--- src/rtl/serializer32_pkg.sv ---
// Shared types and constants for the 32-bit serializer.
// SERIALIZER32_PARITY_EN adds an even-parity trailer beat to every frame.
package serializer32_pkg;

  localparam int WIDTH = 32;
  localparam int CNT_W = $clog2(WIDTH + 2);

`ifdef SERIALIZER32_PARITY_EN
  localparam int FRAME_LEN = WIDTH + 1;
`else
  localparam int FRAME_LEN = WIDTH;
`endif

  typedef enum logic [1:0] {
    ST_IDLE   = 2'd0,
    ST_SHIFT  = 2'd1,
    ST_PARITY = 2'd2
  } state_e;

  typedef logic [CNT_W-1:0] cnt_t;

endpackage

--- src/rtl/serializer32_if.sv ---
// Parallel word input and serial bit output handshakes of serializer32.
// The slave modport is the serializer, the master modport is its environment.
interface serializer32_if;
  import serializer32_pkg::*;

  logic [WIDTH-1:0] d;
  logic             in_valid;
  logic             in_ready;
  logic             so;
  logic             so_valid;
  logic             so_ready;
  logic             so_first;
  logic             so_last;
  logic             busy;

  modport slave (
    input  d, in_valid, so_ready,
    output in_ready, so, so_valid, so_first, so_last, busy
  );

  modport master (
    output d, in_valid, so_ready,
    input  in_ready, so, so_valid, so_first, so_last, busy
  );

endinterface

--- src/rtl/piso_shreg32.sv ---
// Load/shift register whose MSB is the bit currently on the serial line.
// With SERIALIZER32_PARITY_EN the parity of the loaded word is shifted in at the bottom.
module piso_shreg32
  import serializer32_pkg::*;
(
  input  logic             clk,
  input  logic             reset_n,
  input  logic             load_i,
  input  logic             shift_i,
  input  logic [WIDTH-1:0] data_i,
  output logic             msb_o
);

  logic [WIDTH-1:0] sreg_q, sreg_d;
  logic             fill_bit;

`ifdef SERIALIZER32_PARITY_EN
  logic par_q, par_d;

  // After WIDTH shifts the MSB holds the parity bit, ready for the trailer beat.
  assign fill_bit = par_q;

  always_comb begin
    par_d = par_q;
    if (load_i) begin
      par_d = ^data_i;
    end
  end

  always_ff @(posedge clk) begin
    if (!reset_n) begin
      par_q <= 1'b0;
    end else begin
      par_q <= par_d;
    end
  end
`else
  assign fill_bit = 1'b0;
`endif

  always_comb begin
    sreg_d = sreg_q;
    if (load_i) begin
      sreg_d = data_i;
    end else if (shift_i) begin
      sreg_d = {sreg_q[WIDTH-2:0], fill_bit};
    end
  end

  always_ff @(posedge clk) begin
    if (!reset_n) begin
      sreg_q <= '0;
    end else begin
      sreg_q <= sreg_d;
    end
  end

  assign msb_o = sreg_q[WIDTH-1];

endmodule

--- src/rtl/serializer32.sv ---
// MSB-first parallel-to-serial transmitter for 32-bit words.
// Define SERIALIZER32_PARITY_EN to append an even-parity trailer beat.
module serializer32
  import serializer32_pkg::*;
(
  input logic           clk,
  input logic           reset_n,
  serializer32_if.slave bus
);

  state_e state_q;
  cnt_t   cnt_q;
  logic   so_valid_q;
  logic   so_first_q;
  logic   so_last_q;
  logic   accept;
  logic   beat;
  logic   so_bit;

  assign accept = (state_q == ST_IDLE) && bus.in_valid;
  assign beat   = so_valid_q && bus.so_ready;

  piso_shreg32 u_shreg (
    .clk     (clk),
    .reset_n (reset_n),
    .load_i  (accept),
    .shift_i (beat),
    .data_i  (bus.d),
    .msb_o   (so_bit)
  );

  // cnt_q numbers the beat currently presented on so, starting at 1.
  always_ff @(posedge clk) begin
    if (!reset_n) begin
      state_q    <= ST_IDLE;
      cnt_q      <= '0;
      so_valid_q <= 1'b0;
      so_first_q <= 1'b0;
      so_last_q  <= 1'b0;
    end else begin
      case (state_q)
        ST_IDLE: begin
          if (bus.in_valid) begin
            state_q    <= ST_SHIFT;
            cnt_q      <= cnt_t'(1);
            so_valid_q <= 1'b1;
            so_first_q <= 1'b1;
            so_last_q  <= 1'b0;
          end
        end
        ST_SHIFT: begin
          if (beat) begin
            so_first_q <= 1'b0;
            if (cnt_q == cnt_t'(WIDTH)) begin
`ifdef SERIALIZER32_PARITY_EN
              state_q   <= ST_PARITY;
              cnt_q     <= cnt_q + cnt_t'(1);
              so_last_q <= 1'b1;
`else
              state_q    <= ST_IDLE;
              cnt_q      <= '0;
              so_valid_q <= 1'b0;
              so_last_q  <= 1'b0;
`endif
            end else begin
              cnt_q     <= cnt_q + cnt_t'(1);
              so_last_q <= (cnt_q + cnt_t'(1)) == cnt_t'(FRAME_LEN);
            end
          end
        end
`ifdef SERIALIZER32_PARITY_EN
        ST_PARITY: begin
          if (beat) begin
            state_q    <= ST_IDLE;
            cnt_q      <= '0;
            so_valid_q <= 1'b0;
            so_last_q  <= 1'b0;
          end
        end
`endif
        default: begin
          state_q    <= ST_IDLE;
          cnt_q      <= '0;
          so_valid_q <= 1'b0;
          so_first_q <= 1'b0;
          so_last_q  <= 1'b0;
        end
      endcase
    end
  end

  assign bus.in_ready = (state_q == ST_IDLE);
  assign bus.busy     = (state_q != ST_IDLE);
  assign bus.so       = so_bit;
  assign bus.so_valid = so_valid_q;
  assign bus.so_first = so_first_q;
  assign bus.so_last  = so_last_q;

endmodule

--- src/flat_wrapper.sv ---
// flat-port wrapper written by rule: the top's interface ports become plain ports
module serializer32_flat import serializer32_pkg::*;
  (clk, reset_n, bus_d, bus_in_valid, bus_so_ready, bus_in_ready, bus_so, bus_so_valid, bus_so_first, bus_so_last, bus_busy);
  serializer32_if bus_i ();
  input logic clk;
  input logic reset_n;
  input wire logic [$bits(bus_i.d)-1:0] bus_d;
  input wire logic [$bits(bus_i.in_valid)-1:0] bus_in_valid;
  input wire logic [$bits(bus_i.so_ready)-1:0] bus_so_ready;
  output wire logic [$bits(bus_i.in_ready)-1:0] bus_in_ready;
  output wire logic [$bits(bus_i.so)-1:0] bus_so;
  output wire logic [$bits(bus_i.so_valid)-1:0] bus_so_valid;
  output wire logic [$bits(bus_i.so_first)-1:0] bus_so_first;
  output wire logic [$bits(bus_i.so_last)-1:0] bus_so_last;
  output wire logic [$bits(bus_i.busy)-1:0] bus_busy;
  assign bus_i.d = bus_d;
  assign bus_i.in_valid = bus_in_valid;
  assign bus_i.so_ready = bus_so_ready;
  assign bus_in_ready = bus_i.in_ready;
  assign bus_so = bus_i.so;
  assign bus_so_valid = bus_i.so_valid;
  assign bus_so_first = bus_i.so_first;
  assign bus_so_last = bus_i.so_last;
  assign bus_busy = bus_i.busy;
  serializer32 u_core (.clk(clk), .reset_n(reset_n), .bus(bus_i));
endmodule
--- config.mk ---
export PLATFORM = sky130hd
export DESIGN_NAME = serializer32_flat
export DESIGN_NICKNAME = d
export VERILOG_FILES = /design/src/rtl/serializer32_pkg.sv /design/src/rtl/serializer32_if.sv /design/src/rtl/piso_shreg32.sv /design/src/rtl/serializer32.sv /design/src/flat_wrapper.sv
export SDC_FILE = /design/constraint.sdc
export NUM_CORES = 1
export LEC_CHECK = 0
export BUFFER_PORTS_ARGS = -buffer_cell sky130_fd_sc_hd__clkbuf_2
export CORE_ASPECT_RATIO = 1.5
export CORE_MARGIN = 2
export CORE_UTILIZATION = 55
export CTS_CLUSTER_DIAMETER = 50
export DETAILED_ROUTE_END_ITERATION = 8
export GPL_ROUTABILITY_DRIVEN = 0
export GPL_TIMING_DRIVEN = 0
export PLACE_DENSITY = 0.79
export SETUP_SLACK_MARGIN = 0.2
export SLEW_MARGIN = 15
export SYNTH_ARGS = -nofsm -noshare
export SYNTH_HDL_FRONTEND = slang
export SYNTH_HIERARCHICAL = 1
export SYNTH_SLANG_ARGS = --single-unit
--- constraint.sdc ---
create_clock -name clk -period 2.5 [get_ports clk]
set_clock_uncertainty 0.05 [all_clocks]
set_input_delay 0.125 -clock clk [delete_from_list [all_inputs] [get_ports clk]]
set_output_delay 0.125 -clock clk [all_outputs]
set_load 0.05 [all_outputs]
==> results.tsv, run 1 <==
stage	metric	value	unit
placed_design	dp_slack	0.5431	ns
timing	fin_crit	1.949	ns
placed_design	dpl_cell_area	2496	um2
die	die_h	82.07	um
clock_tree	cts_tree	built	
placed_design	port_buffers	41	
die	die_w	56.05	um
critical_path	slowest_delay	0.65	ns
detailed_routing	drt_pass1_iterations	4	
global_route	grt_pass1_vias	1613	
layout	final_nets	291	
timing	rsz0062_at_grt	no	
timing	hold_viol	0	
timing	setup_viol	0	
yosys	netlist_top_cells_area	dfxtp_1 37%, mux2_4 19%, o211a_1 14%, nand2b_1 6.2%, or2b_1 3.4%	
min_path	min-delay-start	bus_d[0]	
layout	fin_util	65.82	%
critical_path	setup.worst_path.start_class	flop	
global_route	antenna_found_initial	0	
yosys	synth_area	2235	um2
yosys	syn_inst	204	
detailed_routing	antenna_left	0	
yosys	synth_warnings	6	
critical_path	worstSetupPathType	flop to flop	
clock_tree	clkSlewWorstSetupHoldPaths	0.07	ns
placed_design	dp_hpwl	3065	um
timing	fmax	0.5131	GHz
critical_path	cp-end-kind	flop	
critical_path	slowest_stage	nor2b_1	
clock_tree	cts-resized-gates	0	
flow_run	drv_cap	0	
critical_path	ff2ff_setup_slack	0.55	ns
yosys	synth_top_cell_by_area	dfxtp_1	
yosys	syn_area_per_cell	10.95	um2
detailed_routing	drtIter0Drc	32	
detailed_routing	wl_per_cell	14.06	um
layout	post_route_cells_drive_above_1_share	36.11	%
clock_tree	cts_root_buf	clkbuf_8	
detailed_routing	dr_total_vias	1658	
critical_path	critPathArrivalTime	2.08	ns
global_route	overflow	0	
detailed_routing	viasPerCell	5.582	
clock_tree	hold_buffers	0	
min_path	worstHoldEndpoint	u_core/u_shreg/sreg_q[0]$_SDFFE_PN0P_	
yosys	synth_edf_count	0	
yosys	syn_nets	243	
clock_tree	h-tree-depth	2	
timing	setup_ws	0.5509	ns
yosys	netlist.area_leader.share	36.73	%
yosys	yosys_most_used_dff	dfxtp_1	
timing	slew_violations	0	
min_path	hold_path_depth	3	
yosys	synthTopCellsByCount	41 x dfxtp_1, 31 x o211a_1, 29 x mux2_4	
clock_tree	cts-buffers-inserted	5	
layout	syn2layout_area_growth	15.57	%
critical_path	r2r_cells	4	
die	pin_count	42	
clock_tree	clockBufferDepth	2	
min_path	hp-class	primary input to flop	
die	num_rows	28	
die	die_area	4599	um2
clock_tree	cts_setup_buffers	0	
critical_path	timing.rr.end	u_core/u_shreg/sreg_q[17]$_SDFFE_PN0P_	
yosys	synth.most_common_cell	dfxtp_1	
timing	final.setup.tns	0	ns
critical_path	critical_path.top_delay_family	simple AND/OR/NAND/NOR gates	
layout	n_antenna_cell	0	
yosys	ys_ff_latch	41	
clock_tree	insertion_delay	0.29	ns
global_route	grt_max_degree	15	
detailed_routing	routed_wl	4175	um
clock_tree	cts_num_sinks	41	
timing	whs	0.01497	ns
timing	worstMarginPinSlew	0.8118	ns
die	core_area	3924	um2
critical_path	worstPathRequired	2.63	ns
power_and_ir_drop	vdd_drop_max	0.0005631	V
global_route	grt_pass1_wl	7058	um
critical_path	r2r_start	u_core/state_q[0]$_SDFFE_PN0P_	
timing	fin_crit_sh	77.96	%
die	start_util	56.95	%
yosys	yosysSeqAreaShare	36.73	%
critical_path	worstPathCellList	nor2b_1 > clkbuf_1 > or2b_1 > o211a_1	
timing	slew_headroom	45.77	%
power_and_ir_drop	p_leak	0.001378	uW
outcome	status	completed	
global_route	grt_usage	19.37	%
power_and_ir_drop	power.density	553.0	nW/um2
critical_path	path_buf_inv	1	
detailed_routing	post-route-drc-count	0	
layout	stdcell_area	2582	um2
critical_path	cp_max_fo	14	
yosys	yosysUniqueCellTypes	31	
yosys	async_reset_ff_share	0	%
## layout make-up
type	count	area (um2)
multi-input cells	143	1295
clock buffers	7	86.33
inverters	5	18.77
fillers	344	1341
flip-flops and latches	41	820.8
well taps	45	56.30
repair buffers	41	205.2
plain buffers	15	100.1
## cells in the final DEF (no fill, tap or decap)
cell	n
or2b_1	10
mux2_2	2
o21ai_1	1
a31oi_1	4
inv_1	4
nor2b_1	3
nand3_1	7
and2_1	1
a21oi_1	1
dfxtp_1	41
clkbuf_8	6
or3b_1	2
a21oi_2	1
nand3b_1	1
nor4b_2	1
o32ai_1	1
clkbuf_2	41
nand2_1	7
nor3_1	1
buf_6	4
buf_2	2
mux2_4	29
ha_1	3
clkbuf_1	7
o211a_1	31
nand2b_1	22
nor2_1	4
buf_4	3
a22oi_2	1
o21ai_0	5
nand4b_1	2
a21boi_1	3
inv_2	1
## kinds of logic after synthesis
family	Yosys count	share of synthesized area, %
AO/OA/AOI/OAI	48	18.92
adder cells (fa/ha/maj)	3	1.680
buffers and inverters	20	5.319
flip-flops	41	36.73
multiplexers	31	20.49
AND/OR/NAND/NOR	61	16.85
## worst min-delay path, delay by kind of cell
kind,cells,cell delay [ns]
buffers and inverters,1,0.08
AOI/OAI and AO/OA,1,0.05
and+or+nand+nor,1,0.05
## layer usage
metal	wire [um]	track usage, %	vias up
met2	2205	35.88	39
li1	-	-	827
met1	1724	21.24	782
met4	77	7.143	0
met3	168	4.882	10
met5	0	0	-
## registers in the layout, indices dropped and copies added, names as in the netlist
register               flops
u_core/bus.so_first        1
u_core/cnt_q               6
u_core/u_shreg/sreg_q     32
u_core/bus.so_last         1
u_core/state_q             1
## power breakdown
part           internal, uW  leakage, uW  switching [uW]  total [uW]
Clock                   219    0.0000443             202         421
Sequential              701     0.000338            28.8         730
Combinational           157     0.000995             120         278
Total                  1080      0.00138             351        1430
## worst max-delay path by stage
stage	from	end	slack, ns	cells past startpoint
finish	u_core/state_q[0]$_SDFFE_PN0P_	u_core/u_shreg/sreg_q[17]$_SDFFE_PN0P_	0.55	4
global route	u_core/state_q[0]$_SDFFE_PN0P_	u_core/u_shreg/sreg_q[17]$_SDFFE_PN0P_	0.42	4
CTS	u_core/state_q[0]$_SDFFE_PN0P_	u_core/u_shreg/sreg_q[20]$_SDFFE_PN0P_	0.54	4
detailed placement	u_core/state_q[0]$_SDFFE_PN0P_	u_core/u_shreg/sreg_q[23]$_SDFFE_PN0P_	0.54	4
global placement	u_core/state_q[0]$_SDFFE_PN0P_	u_core/u_shreg/sreg_q[20]$_SDFFE_PN0P_	0.58	4
floorplan	u_core/state_q[0]$_SDFFE_PN0P_	u_core/u_shreg/sreg_q[10]$_SDFFE_PN0P_	0.48	6
## stage by stage
| step | total power (uW) | std cells |
|---|---|---|
| 4_1_cts | 1451 | 297 |
| 2_1_floorplan | 953.7 | 204 |
| 5_1_grt | 1506 | 297 |
| 3_5_place_dp | 1024 | 290 |
| 6_report | 1428 | 297 |
| 3_3_place_gp | 1018 | 290 |
(Power assumes the default switching activity.)
==> run 2: changes to the inputs <==
Settings changed: CORE_UTILIZATION 55 to 50, PLACE_DENSITY 0.79 to 0.76.
Clock period 2.5 ns to 1.6 ns, I/O delays scaled along.
==> run 2 against run 1 <==
Against the previous run: the run now ends with DRC left; worst hold slack improved by 0.031 ns; clock power rose by 66%; non-clock buffer count rose by 16; sequential cell count did not move; largest power group unchanged; die area rose by 9.4%; sequential power rose by 56%.
==> results.tsv, run 2 (synthesis gave the netlist of run 1 again) <==
stage	metric	value	unit
power_and_ir_drop	vdd_drop_max	0.0006619	V
layout	final_cells	315	
global_route	grt_busiest_layer	met2	
detailed_routing	routed_wl	5023	um
placed_design	dp_hpwl	3200	um
critical_path	worstSetupPathType	flop to flop	
critical_path	critPathArrivalTime	1.61	ns
timing	rsz0062_at_grt	yes	
die	pin_count	42	
layout	syn2layout_area_growth	30.40	%
global_route	met3_usage	5.128	%
detailed_routing	antenna_left	0	
detailed_routing	drtIter0Drc	69	
die	core_area	4282	um2
clock_tree	h-tree-depth	2	
global_route	grt_pass1_vias	1817	
timing	setup_viol	0	
power_and_ir_drop	p_leak	0.001516	uW
clock_tree	cts_tree	built	
critical_path	cp_max_fo	8	
timing	slew_headroom	69.02	%
detailed_routing	drt_pass1_iterations	6	
layout	final_nets	307	
timing	slew_violations	0	
clock_tree	insertion_delay	0.29	ns
layout	n_antenna_cell	0	
detailed_routing	viasPerCell	5.632	
global_route	overflow	0	
critical_path	timing.rr.end	u_core/u_shreg/sreg_q[17]$_SDFFE_PN0P_	
timing	fin_crit_sh	91.73	%
critical_path	r2r_start	u_core/state_q[0]$_SDFFE_PN0P_	
clock_tree	clockBufferDepth	2	
die	die_w	58.59	um
timing	whs	0.04561	ns
layout	post_route_cells_drive_above_1_share	43.12	%
power_and_ir_drop	power.density	818.4	nW/um2
timing	fin_crit	1.468	ns
layout	max_flop_register	u_core/u_shreg/sreg_q	
critical_path	r2r_cells	6	
global_route	use_met1	21.33	%
detailed_routing	dr_total_vias	1774	
min_path	min-delay-start	bus_d[3]	
die	die_area	5031	um2
global_route	grt_usage	20.18	%
detailed_routing	wl_per_cell	15.95	um
min_path	hp-class	primary input to flop	
placed_design	post-place-cells	291	
layout	top_regs	u_core/u_shreg/sreg_q: 32 flops, u_core/cnt_q: 6 flops	
timing	hold_viol	0	
placed_design	port_buffers	41	
die	start_util	52.19	%
clock_tree	cts-buffers-inserted	5	
layout	largest_reg_flops	32	
min_path	worstHoldEndpoint	u_core/u_shreg/sreg_q[3]$_SDFFE_PN0P_	
timing	worstMarginPinSlew	0.4647	ns
global_route	met2_usage	37.18	%
flow_run	drv_cap	0	
critical_path	setup.worst_path.start_class	flop	
outcome	violations	DRC	
layout	final_cell_mix	40 x clkbuf_2, 37 x dfxtp_1, 31 x o211a_1	
clock_tree	cts_num_sinks	41	
critical_path	worstPathRequired	1.74	ns
global_route	antenna_found_initial	0	
layout	final_common_cell	clkbuf_2	
min_path	hold_path_depth	3	
outcome	status	finished with violations	
critical_path	cp-end-kind	flop	
layout	fin_util	68.06	%
timing	fmax	0.6813	GHz
die	die_h	85.88	um
clock_tree	clkSlewWorstSetupHoldPaths	0.08	ns
global_route	grt_pass1_wl	7859	um
critical_path	ff2ff_setup_slack	0.13	ns
clock_tree	cts_root_buf	clkbuf_8	
power_and_ir_drop	power	2385	uW
die	num_rows	29	
detailed_routing	post-route-drc-count	2	
global_route	grt_max_degree	13	
timing	final.setup.tns	0	ns
run 2: worst max path at each step:
stage	start	end	depth (start not counted)	slack, ns
2_1_floorplan	u_core/state_q[0]$_SDFFE_PN0P_	u_core/u_shreg/sreg_q[10]$_SDFFE_PN0P_	6	0.06
3_3_place_gp	u_core/state_q[0]$_SDFFE_PN0P_	u_core/u_shreg/sreg_q[15]$_SDFFE_PN0P_	4	-0.1
3_5_place_dp	u_core/state_q[0]$_SDFFE_PN0P_	u_core/u_shreg/sreg_q[14]$_SDFFE_PN0P_	4	-0.12
4_1_cts	u_core/state_q[0]$_SDFFE_PN0P_	u_core/u_shreg/sreg_q[11]$_SDFFE_PN0P_	6	0.15
5_1_grt	u_core/state_q[0]$_SDFFE_PN0P_	u_core/u_shreg/sreg_q[17]$_SDFFE_PN0P_	6	0.1
6_report	u_core/state_q[0]$_SDFFE_PN0P_	u_core/u_shreg/sreg_q[17]$_SDFFE_PN0P_	6	0.13
run 2: cell type report:
type	instances	area [um2]
Fill cell	318	1368
Multi-Input combinational cell	143	1350
Sequential cell	41	833.3
Timing Repair Buffer	57	395.4
Buffer	15	163.9
Clock buffer	8	90.09
Tap cell	46	57.56
Inverter	5	23.77
run 2: per-stage QoR:
stage,setup slack [ns],cell area [um2]
after floorplan,0.05557,2260
after global placement,-0.09990,2522
after detailed placement,-0.1230,2522
after CTS,0.1487,2785
after global routing,0.09667,2914
final,0.1323,2914
run 2: routing by layer:
layer  wire length, um  share of wire, %
met1              1902                38
met3               240               4.8
met2              2784                55
met5                 0                 0
met4                95               1.9
run 2: worst max-delay path: stages (launching register included):
cell and delay, ns:
dfxtp_4 0.37, nand2_8 0.07, clkinv_4 0.06, buf_12 0.15, clkbuf_16 0.16, mux2_4 0.29, o211a_1 0.22
run 2: power breakdown:
| part | internal [uW] | leakage (uW) | switching (uW) | total [uW] |
|---|---|---|---|---|
| sequential | 1090 | 0.000341 | 47.0 | 1140 |
| clock | 352 | 0.0000455 | 348 | 699 |
| combinational | 321 | 0.00113 | 224 | 545 |
run 2: what timing repair did:
item | CTS | global route
resized for setup | 17 | 21
buffers inserted | 9 | 3
endpoints found under the setup margin | 37 | 40
hold buffers | 1 | 0
cloned | 1 | 2
endpoints found under the hold margin | 1 | 0
pin swaps | 0 | 6
==> run 3: changes to the inputs <==
Settings changed: ABC_AREA set to 1, CORE_UTILIZATION 50 to 49, PLACE_DENSITY 0.76 to 0.75, REMOVE_ABC_BUFFERS set to 1.
==> run 3 against run 2 <==
Against the previous run: the flow now finishes without violations; worst setup slack lost 0.0038 ns; critical endpoint is now u_core/u_shreg/sreg_q[3]$_SDFFE_PN0P_; combinational power shrank 13%; synthesized area shrank 6.9%; core utilization shrank 0.32 points; highest routed layer unchanged; critical path type unchanged; count of clock-buffer cells in the layout shrank 3; non-clock buffer count shrank 13; critical path depth grew 4; die area shrank 4.7%; worst hold slack lost 0.017 ns.
==> results.tsv, run 3 <==
stage	metric	value	unit
outcome	status	completed	
placed_design	dp_slack	-1.028	ns
critical_path	worstSetupStartpoint	u_core/state_q[0]$_SDFFE_PN0P_	
layout	largest_reg_flops	32	
global_route	antenna_found_initial	0	
placed_design	port_buffers	41	
yosys	syn_inst	320	
critical_path	endpoint	u_core/u_shreg/sreg_q[3]$_SDFFE_PN0P_	
yosys	synthTopCellsByCount	121 x nand2_1, 61 x nand3_1, 44 x inv_1	
yosys	synth_area	2081	um2
layout	post_route_cells_drive_above_1_share	31.99	%
yosys	yosys_most_used_dff	dfxtp_1	
critical_path	ff2ff_setup_slack	0.13	ns
yosys	yosysSeqAreaShare	39.45	%
detailed_routing	drtIter0Drc	118	
global_route	grt_usage	20.50	%
clock_tree	cts_root_buf	clkbuf_8	
critical_path	cp-end-kind	flop	
yosys	async_reset_ff_share	0	%
layout	top_regs	u_core/u_shreg/sreg_q: 32 flops, u_core/cnt_q: 6 flops	
yosys	netlist.area_leader.share	39.45	%
global_route	grt_pass1_wl	7734	um
detailed_routing	post-route-drc-count	0	
layout	max_flop_register	u_core/u_shreg/sreg_q	
yosys	synth_edf_count	0	
global_route	met3_usage	4.496	%
power_and_ir_drop	power.density	844.7	nW/um2
yosys	synthXorXnorAreaFrac	0.4209	%
detailed_routing	viasPerCell	5.120	
yosys	synth.most_common_cell	nand2_1	
timing	fin_crit	1.472	ns
layout	fin_util	67.74	%
yosys	yosysUniqueCellTypes	23	
critical_path	critPathArrivalTime	1.61	ns
clock_tree	clockBufferDepth	2	
clock_tree	cts_num_sinks	41	
yosys	netlist_top_cells_area	dfxtp_1 39%, nand2_1 22%, nand3_1 15%, inv_1 7.9%, a21oi_1 2.2%	
critical_path	r2r_cells	10	
global_route	grt_busiest_layer	met2	
global_route	grt_pass1_vias	1757	
timing	setup_viol	0	
critical_path	timing.rr.end	u_core/u_shreg/sreg_q[3]$_SDFFE_PN0P_	
critical_path	worstPathRequired	1.74	ns
timing	rsz0062_at_grt	yes	
yosys	synth_compound_area_share	3.187	%
die	die_h	83.81	um
global_route	overflow	0	
layout	final_common_cell	nand2_1	
clock_tree	insertion_delay	0.29	ns
timing	fmax	0.6796	GHz
timing	fin_crit_sh	91.97	%
power_and_ir_drop	vdd_drop_max	0.0006232	V
global_route	use_met1	22.89	%
layout	syn2layout_area_growth	35.84	%
timing	hold_viol	0	
layout	n_antenna_cell	0	
die	die_w	57.21	um
timing	slew_headroom	56.85	%
clock_tree	cts-buffers-inserted	5	
timing	worstMarginPinSlew	0.6472	ns
yosys	syn_area_per_cell	6.502	um2
min_path	hp-class	primary input to flop	
critical_path	setup.worst_path.start_class	flop	
detailed_routing	antenna_left	0	
detailed_routing	dr_total_vias	2140	
timing	setup_ws	0.1285	ns
yosys	synthSimpleGateAreaFrac	40.59	%
yosys	synth_top_cell_by_area	dfxtp_1	
layout	final_nets	411	
power_and_ir_drop	p_leak	0.001486	uW
die	pin_count	42	
die	num_rows	29	
die	die_area	4794	um2
yosys	synth_mux_area_share	0	%
clock_tree	clkSlewWorstSetupHoldPaths	0.08	ns
layout	final_cell_mix	119 x nand2_1, 41 x clkbuf_2, 41 x inv_1	
critical_path	worstSetupPathType	flop to flop	
yosys	ys_ff_latch	41	
critical_path	cp_max_fo	8	
clock_tree	h-tree-depth	2	
critical_path	r2r_start	u_core/state_q[0]$_SDFFE_PN0P_	
detailed_routing	routed_wl	5401	um
global_route	grt_max_degree	33	
flow_run	drv_cap	0	
placed_design	dp_hpwl	2665	um
die	core_area	4173	um2
die	start_util	49.87	%
yosys	synth_top_family_by_area	simple AND/OR/NAND/NOR gates	
clock_tree	cts_tree	built	
yosys	synth_warnings	6	
yosys	yosys.area_share.adder	1.804	%
detailed_routing	drt_pass1_iterations	4	
detailed_routing	wl_per_cell	12.92	um
global_route	met2_usage	36.57	%
timing	slew_violations	0	
## run 3: area by class of cell
| type | count | area [um2] |
|---|---|---|
| fill | 340 | 1346 |
| multi-input combinational | 215 | 1182 |
| sequential | 41 | 832.0 |
| timing repair buffer | 59 | 414.1 |
| inverter | 47 | 212.7 |
| clock buffer | 5 | 68.82 |
| tap | 46 | 57.56 |
| clock inverter | 2 | 35.03 |
| timing repair inverter | 3 | 23.77 |
## run 3: logic make-up (layout without fill, tap and decap cells)
group           count (synthesis)  count (layout)
fa+ha+maj                       3               3
flops                          41              41
xor+xnor                        1               1
buf+inv                        65             116
compound gates                 12              12
simple gates                  198             199
## run 3: timing repair
item / 4_1_cts / 5_1_grt
endpoints found under the setup margin: 38 / 33
cloned: 4 / 0
hold buffers: 1 / 0
pin swaps: 2 / 20
hold endpoints to repair: 1 / 0
buffers inserted: 13 / 4
gates resized for setup: 19 / 49
## run 3: per-layer routing
| layer | wire, um | part of all wire (%) |
|---|---|---|
| met5 | 0 | 0 |
| met1 | 2102 | 39 |
| met2 | 2990 | 55 |
| met4 | 98 | 1.8 |
| met3 | 209 | 3.9 |
## run 3: power breakdown
part | switching, uW | internal (uW) | total (uW)
combinational | 273 | 199 | 472
sequential | 44.4 | 1080 | 1120
clock | 343 | 453 | 796
## run 3: worst min-delay path by stage
stage                            start                                     end  cells after the start
after floorplan                reset_n  u_core/u_shreg/sreg_q[10]$_SDFFE_PN0P_                      2
after global placement    bus_in_valid          u_core/state_q[0]$_SDFFE_PN0P_                      3
after detailed placement      bus_d[0]   u_core/u_shreg/sreg_q[0]$_SDFFE_PN0P_                      3
after CTS                 bus_in_valid          u_core/state_q[0]$_SDFFE_PN0P_                      3
after global routing         bus_d[23]  u_core/u_shreg/sreg_q[23]$_SDFFE_PN0P_                      5
final                        bus_d[22]  u_core/u_shreg/sreg_q[22]$_SDFFE_PN0P_                      5
## run 3: worst max-delay path, cell delays in order, from the launching register on
cell	delay [ns]
dfxtp_4	0.37
inv_4	0.08
nand2_8	0.06
clkinvlp_4	0.08
buf_12	0.13
clkinvlp_4	0.15
buf_6	0.17
nand3_1	0.06
nand3_1	0.09
nand2_1	0.07
inv_1	0.05
## run 3: metrics by stage
step / TNS, ns / hold WS [ns] / power, uW / cells / instance area, um2
after floorplan: -48.77 / 0.1276 / 1334 / 302 / 1954
after global placement: -31.32 / 0.2683 / 1441 / 389 / 2217
after detailed placement: -31.69 / 0.2745 / 1445 / 389 / 2217
after CTS: 0 / 0.01497 / 2321 / 414 / 2547
after global routing: 0 / 0.02373 / 2498 / 418 / 2826
final: 0 / 0.02870 / 2388 / 418 / 2826
